<file path="src/rtl/keypad_scanner.sv">
// keypad_scanner: 4x4 active-low keypad scanner with full-scan debounce and a two-digit BCD entry register.
// Optional build macro KEYPAD_GHOST_REJECT_EN: multi-key scans are never accepted (otherwise the lowest code wins).
`default_nettype none

module keypad_scanner #(
  parameter int SCAN_CYCLES    = 200,
  parameter int DEBOUNCE_SCANS = 4
) (
  input  logic       clock,
  input  logic       reset_n,
  input  logic [3:0] rows,
  output logic [3:0] cols,
  output logic [3:0] key_code,
  output logic       key_valid,
  output logic       key_held,
  output logic [3:0] tens,
  output logic [3:0] ones
);

  localparam int DW   = (SCAN_CYCLES > 1) ? $clog2(SCAN_CYCLES) : 1;
  localparam int CNTW = $clog2(DEBOUNCE_SCANS + 1);

  localparam logic [DW-1:0]   C_DWELL_LAST = DW'(SCAN_CYCLES - 1);
  localparam logic [CNTW-1:0] C_DEB        = CNTW'(DEBOUNCE_SCANS);
  localparam logic [CNTW-1:0] C_ONE        = CNTW'(1);

  typedef enum logic [1:0] {
    ST_RELEASED  = 2'd0,
    ST_CANDIDATE = 2'd1,
    ST_HELD      = 2'd2
  } state_t;

  typedef enum logic [1:0] {
    RES_NONE  = 2'd0,
    RES_KEY   = 2'd1,
    RES_MULTI = 2'd2
  } result_t;

  logic [3:0]      r_rows_meta;
  logic [3:0]      r_rows_sync;
  logic [DW-1:0]   r_dwell;
  logic [1:0]      r_col;
  logic [3:0]      r_cols;
  logic [15:0]     r_scan_map;
  state_t          r_state;
  logic [3:0]      r_cand;
  logic [CNTW-1:0] r_count;
  logic [3:0]      r_key_code;
  logic            r_key_valid;
  logic            r_key_held;
  logic [3:0]      r_tens;
  logic [3:0]      r_ones;

  logic            w_sample;
  logic            w_scan_done;
  logic [15:0]     w_scan_map;
  logic [4:0]      w_hits;
  logic [3:0]      w_low;
  result_t         w_result;
  logic [CNTW-1:0] w_count_inc;
  logic            w_accept;
  logic            w_deb_reached;

  assign w_sample    = (r_dwell == C_DWELL_LAST);
  assign w_scan_done = w_sample && (r_col == 2'd3);

  always_ff @(posedge clock or negedge reset_n) begin
    if (!reset_n) begin
      r_rows_meta <= 4'hF;
      r_rows_sync <= 4'hF;
    end else begin
      r_rows_meta <= rows;
      r_rows_sync <= r_rows_meta;
    end
  end

  always_ff @(posedge clock or negedge reset_n) begin
    if (!reset_n) begin
      r_dwell <= '0;
      r_col   <= 2'd0;
      r_cols  <= 4'b1110;
    end else if (w_sample) begin
      r_dwell <= '0;
      r_col   <= r_col + 2'd1;
      r_cols  <= {r_cols[2:0], r_cols[3]};
    end else begin
      r_dwell <= r_dwell + DW'(1);
    end
  end

  // Closure map indexed by key code (row*4 + col); the current column is merged in on its sample cycle.
  always_comb begin
    w_scan_map = r_scan_map;
    if (w_sample) begin
      for (int r = 0; r < 4; r++) begin
        if (!r_rows_sync[r]) w_scan_map[r*4 + int'(r_col)] = 1'b1;
      end
    end
  end

  always_comb begin
    w_hits = 5'd0;
    w_low  = 4'd0;
    for (int i = 15; i >= 0; i--) begin
      if (w_scan_map[i]) begin
        w_hits = w_hits + 5'd1;
        w_low  = 4'(i);
      end
    end
  end

  always_comb begin
    w_result = RES_NONE;
`ifdef KEYPAD_GHOST_REJECT_EN
    if (w_hits == 5'd1)      w_result = RES_KEY;
    else if (w_hits != 5'd0) w_result = RES_MULTI;
`else
    if (w_hits != 5'd0)      w_result = RES_KEY;
`endif
  end

  always_ff @(posedge clock or negedge reset_n) begin
    if (!reset_n) begin
      r_scan_map <= 16'h0000;
    end else if (w_scan_done) begin
      r_scan_map <= 16'h0000;
    end else if (w_sample) begin
      r_scan_map <= w_scan_map;
    end
  end

  assign w_count_inc   = r_count + C_ONE;
  assign w_deb_reached = (w_count_inc == C_DEB);

  always_comb begin
    w_accept = 1'b0;
    if (w_scan_done && (w_result == RES_KEY)) begin
      if (r_state == ST_RELEASED)
        w_accept = (DEBOUNCE_SCANS == 1);
      else if (r_state == ST_CANDIDATE)
        w_accept = (w_low == r_cand) && w_deb_reached;
    end
  end

  always_ff @(posedge clock or negedge reset_n) begin
    if (!reset_n) begin
      r_state     <= ST_RELEASED;
      r_cand      <= 4'd0;
      r_count     <= '0;
      r_key_code  <= 4'd0;
      r_key_valid <= 1'b0;
      r_key_held  <= 1'b0;
      r_tens      <= 4'd0;
      r_ones      <= 4'd0;
    end else begin
      r_key_valid <= 1'b0;
      if (w_accept) begin
        r_state     <= ST_HELD;
        r_count     <= '0;
        r_key_code  <= w_low;
        r_key_valid <= 1'b1;
        r_key_held  <= 1'b1;
        if (w_low <= 4'd9) begin
          r_tens <= r_ones;
          r_ones <= w_low;
        end else if (w_low == 4'd12) begin
          r_tens <= 4'd0;
          r_ones <= 4'd0;
        end
      end else if (w_scan_done) begin
        unique case (r_state)
          ST_RELEASED: begin
            if (w_result == RES_KEY) begin
              r_state <= ST_CANDIDATE;
              r_cand  <= w_low;
              r_count <= C_ONE;
            end
          end
          ST_CANDIDATE: begin
            if (w_result != RES_KEY) begin
              r_state <= ST_RELEASED;
              r_count <= '0;
            end else if (w_low == r_cand) begin
              r_count <= w_count_inc;
            end else begin
              r_cand  <= w_low;
              r_count <= C_ONE;
            end
          end
          ST_HELD: begin
            // Any closure, including a ghosted multi-press, restarts the release debounce.
            if (w_result != RES_NONE) begin
              r_count <= '0;
            end else if (w_deb_reached) begin
              r_state    <= ST_RELEASED;
              r_count    <= '0;
              r_key_held <= 1'b0;
            end else begin
              r_count <= w_count_inc;
            end
          end
          default: begin
            r_state <= ST_RELEASED;
            r_count <= '0;
          end
        endcase
      end
    end
  end

  assign cols      = r_cols;
  assign key_code  = r_key_code;
  assign key_valid = r_key_valid;
  assign key_held  = r_key_held;
  assign tens      = r_tens;
  assign ones      = r_ones;

endmodule

`default_nettype wire

</file>
<file path="config.mk">
export PLATFORM = sky130hd
export DESIGN_NAME = keypad_scanner
export DESIGN_NICKNAME = d
export VERILOG_FILES = /design/src/rtl/keypad_scanner.sv
export SDC_FILE = /design/constraint.sdc
export NUM_CORES = 1
export LEC_CHECK = 0
export CAP_MARGIN = 20
export CORE_MARGIN = 5
export CORE_UTILIZATION = 45
export DETAILED_ROUTE_END_ITERATION = 8
export GPL_TIMING_DRIVEN = 1
export HOLD_SLACK_MARGIN = 0.05
export PLACE_DENSITY = 0.67
export SETUP_SLACK_MARGIN = 0.05
export SYNTH_ARGS = -nofsm -noshare
export SYNTH_HDL_FRONTEND = slang
export SYNTH_SLANG_ARGS = --single-unit
</file>
<file path="constraint.sdc">
create_clock -name clock -period 13.3 [get_ports clock]
set_input_delay 2.66 -clock clock [delete_from_list [all_inputs] [get_ports clock]]
set_output_delay 2.66 -clock clock [all_outputs]
set_load 0.02 [all_outputs]
</file>
==> results.json <==
{
  "status": "finished, final reports clean",
  "yosys.area.top_type": "dfrtp_1",
  "ys_warn_count": 0,
  "synthCells": 485,
  "wl_met1_um": 4624,
  "crit_path_end_kind": "flip-flop",
  "grt_pass1_wl_um": 16650,
  "r2r_slack_ps": 1220,
  "num_antenna_cells": 0,
  "htree_levels": 3,
  "dieArea_um2": 12240,
  "r2r_cells": 57,
  "synth_fp_nets": 514,
  "initial_core_util": 0.4641,
  "antenna_left": 0,
  "final_common_cell": "dfrtp_1",
  "clkPwrFrac": 0.507,
  "path_buf_inv": 4,
  "min_period_over_period": 0.9080,
  "crit_family": "adder cells",
  "met2_length_um": 4440,
  "ctsResizeCount": 0,
  "wl_um": 9474,
  "vias": 3612,
  "mostFrequentLayoutCells": "dfrtp_1, nand2_1, nor2_1, xnor2_1, a21oi_1",
  "hold_viol_final": 0,
  "synth-main-ff-cell": "dfrtp_1",
  "synth_edf_count": 0,
  "critPathKind": "flip-flop to flip-flop",
  "start_kind": "flip-flop",
  "hp-class": "flip-flop to flip-flop",
  "final_max_slew_viol_count": 0,
  "die_x_um": 110.6,
  "finClkSkew_ps": 7.854,
  "finalCoreUtilization": 0.5233,
  "holdPathStages": 0,
  "grt_usage": 0.1599,
  "crit_top_cell": "ha_1",
  "period_needed_ps": 12080,
  "cp.required_ps": 13520,
  "drive_gt1_frac": 0.1331,
  "switching_power_uw": 74.91,
  "synth.top_cell.area_share": 0.2746,
  "antenna_found_initial": 0,
  "hp-start": "r_rows_meta[3]",
  "power.leakage_nw": 2.366,
  "hpwlAfterDp_um": 7074,
  "ys_top_cells_by_area": "dfrtp_1, dfstp_2, ha_1",
  "drv_cap": 0,
  "clock.fmax_mhz": 82.81,
  "worst_pin_slew_ps": 1002,
  "ir_worst_vdd_v": 0.00007739,
  "die_h_um": 110.6,
  "synth_cell_types": 82,
  "hold_buffers": 0,
  "cts_tree": "done",
  "arrival_ps": 12300,
  "rr_startpoint": "r_dwell[4]",
  "pin_count": 24,
  "fin_tns_setup_ps": 0,
  "cts-buffers-inserted": 9,
  "drt_iter0_drc": 205,
  "clk_pin_slew_ps": 60,
  "top_layer": "met4",
  "synth_area_um2": 4557,
  "r2r_end": "r_cand[0]",
  "synth-async-reset-ratio": 1.000,
  "ys_ff_latch": 61,
  "post_cts_buffers": 0,
  "met3_length_um": 262,
  "worstHoldEndpoint": "r_rows_sync[3]",
  "clk_latency_ps": 340,
  "routabilityCongestion": 0.8548,
  "slowest_stage": "and4bb_1",
  "pwr-share-comb": 0.015,
  "rsz0062_at_grt": "no",
  "wire_per_inst_um": 14.71,
  "critPathMaxStageDelay_ps": 760,
  "finalSetupViolations": 0,
  "numPortBuffers": 23,
  "grt_pass1_vias": 3486,
  "final_nets": 535,
  "postSynthAreaPerCell_um2": 9.396,
  "power_frac_seq": 0.479,
  "viasPerCell": 5.609,
  "cts.path.max_buffers": 2,
  "grt_start_max_net_pins": 62,
  "power_density_nw_per_um2": 76.62,
  "crit_path_max_fanout": 18,
  "switching_share": 0.1903,
  "globalRouteOverflowTotal": 0,
  "core_um2": 9819,
  "cts_root_buf": "clkbuf_8",
  "clock_sinks": 61,
  "rows": 36,
  "power_uw": 393.7,
  "synthToLayoutAreaGrowth_pct": 12.77,
  "drt_first_pass_iters": 5,
  "internal_power_uw": 318.8,
  "ys_seq_area_frac": 0.3380,
  "drc_errors": 0,
  "slew_headroom": 0.3231
}
[per-layer routing]
layer,GRT usage,vias up
met1,0.2244,1725
li1,-,1801
met2,0.2516,72
met5,0,-
met3,0.02243,14
met4,0.05747,0
[worst max-delay path by stage]
stage / cells after the start / slack (ps) / start / end
after floorplan: 55 / 2270 / r_dwell[0] / r_count[0]
after global placement: 55 / 1350 / r_dwell[5] / r_cand[0]
after detailed placement: 55 / 980 / r_dwell[4] / r_cand[1]
after CTS: 55 / 930 / r_dwell[4] / r_cand[1]
after global routing: 56 / 170 / r_dwell[4] / r_cand[1]
final: 57 / 1220 / r_dwell[4] / r_cand[0]
[registers in the layout, indices dropped and copies added, names as in the netlist]
| signal | count |
|---|---|
| r_scan_map | 16 |
| r_dwell | 8 |
| cols | 4 |
| key_code | 4 |
| ones | 4 |
| r_cand | 4 |
| r_rows_meta | 4 |
| r_rows_sync | 4 |
| tens | 4 |
| r_count | 3 |
| r_col | 2 |
| r_state | 2 |
| key_held | 1 |
| key_valid | 1 |
[Yosys cell counts (all sizes together) (3+ instances only)]
cell type,instances
clkbuf,10
and2,4
o22ai,3
nand2b,5
xnor3,3
dfrtp,50
a31o,5
mux2i,4
a31oi,12
dfstp,11
a41oi,3
nor4,3
mux2,14
nand2,49
xor2,14
nor2,41
a21bo,5
nand3,15
nor2b,15
nand4,8
nor3,13
a21boi,4
a21o,6
and3,5
a22o,3
xnor2,34
o2111ai,5
a21oi,24
buf,9
o31ai,4
inv,14
ha,23
nand3b,3
o21ai,24
or3,3
or2,6
[cell families (layout without fill, tap and decap cells)]
family | Yosys count | count (layout) | share of synthesized area
flip-flops | 61 | 61 | 0.3380
AND/OR/NAND/NOR | 179 | 179 | 0.2002
adder cells (fa/ha/maj) | 23 | 23 | 0.06315
XOR/XNOR | 51 | 51 | 0.1263
AO/OA/AOI/OAI | 120 | 120 | 0.1966
buffers and inverters | 33 | 59 | 0.03240
multiplexers | 18 | 18 | 0.04339
[power by group through the flow]
stage	Combinational (mW)	Clock [mW]	Sequential (mW)
CTS	0.00599	0.205	0.188
floorplan	0.000537	0	0.192
detailed placement	0.00599	0	0.192
finish	0.00573	0.200	0.188
global placement	0.00590	0	0.192
global route	0.00675	0.214	0.188
[final cells by class]
type,count,area (um^2)
clock buffer,12,145.1
timing repair buffer,29,270.3
multi-input combinational,391,2869
tap,133,166.4
inverter,14,52.55
sequential,61,1540
clock inverter,4,95.09
fill,914,4681
[metrics by stage]
stage | instance area, um^2 | hold WS, ps | std cells | setup WS, ps
6_report | 5139 | 355.4 | 644 | 1224
5_1_grt | 5139 | 356.1 | 644 | 168.7
4_1_cts | 5131 | 356.4 | 643 | 931.7
3_5_place_dp | 4891 | 347.2 | 627 | 977.2
3_3_place_gp | 4891 | 347.3 | 627 | 1346
2_1_floorplan | 4557 | 345.2 | 485 | 2269
(Power assumes the default switching activity.)
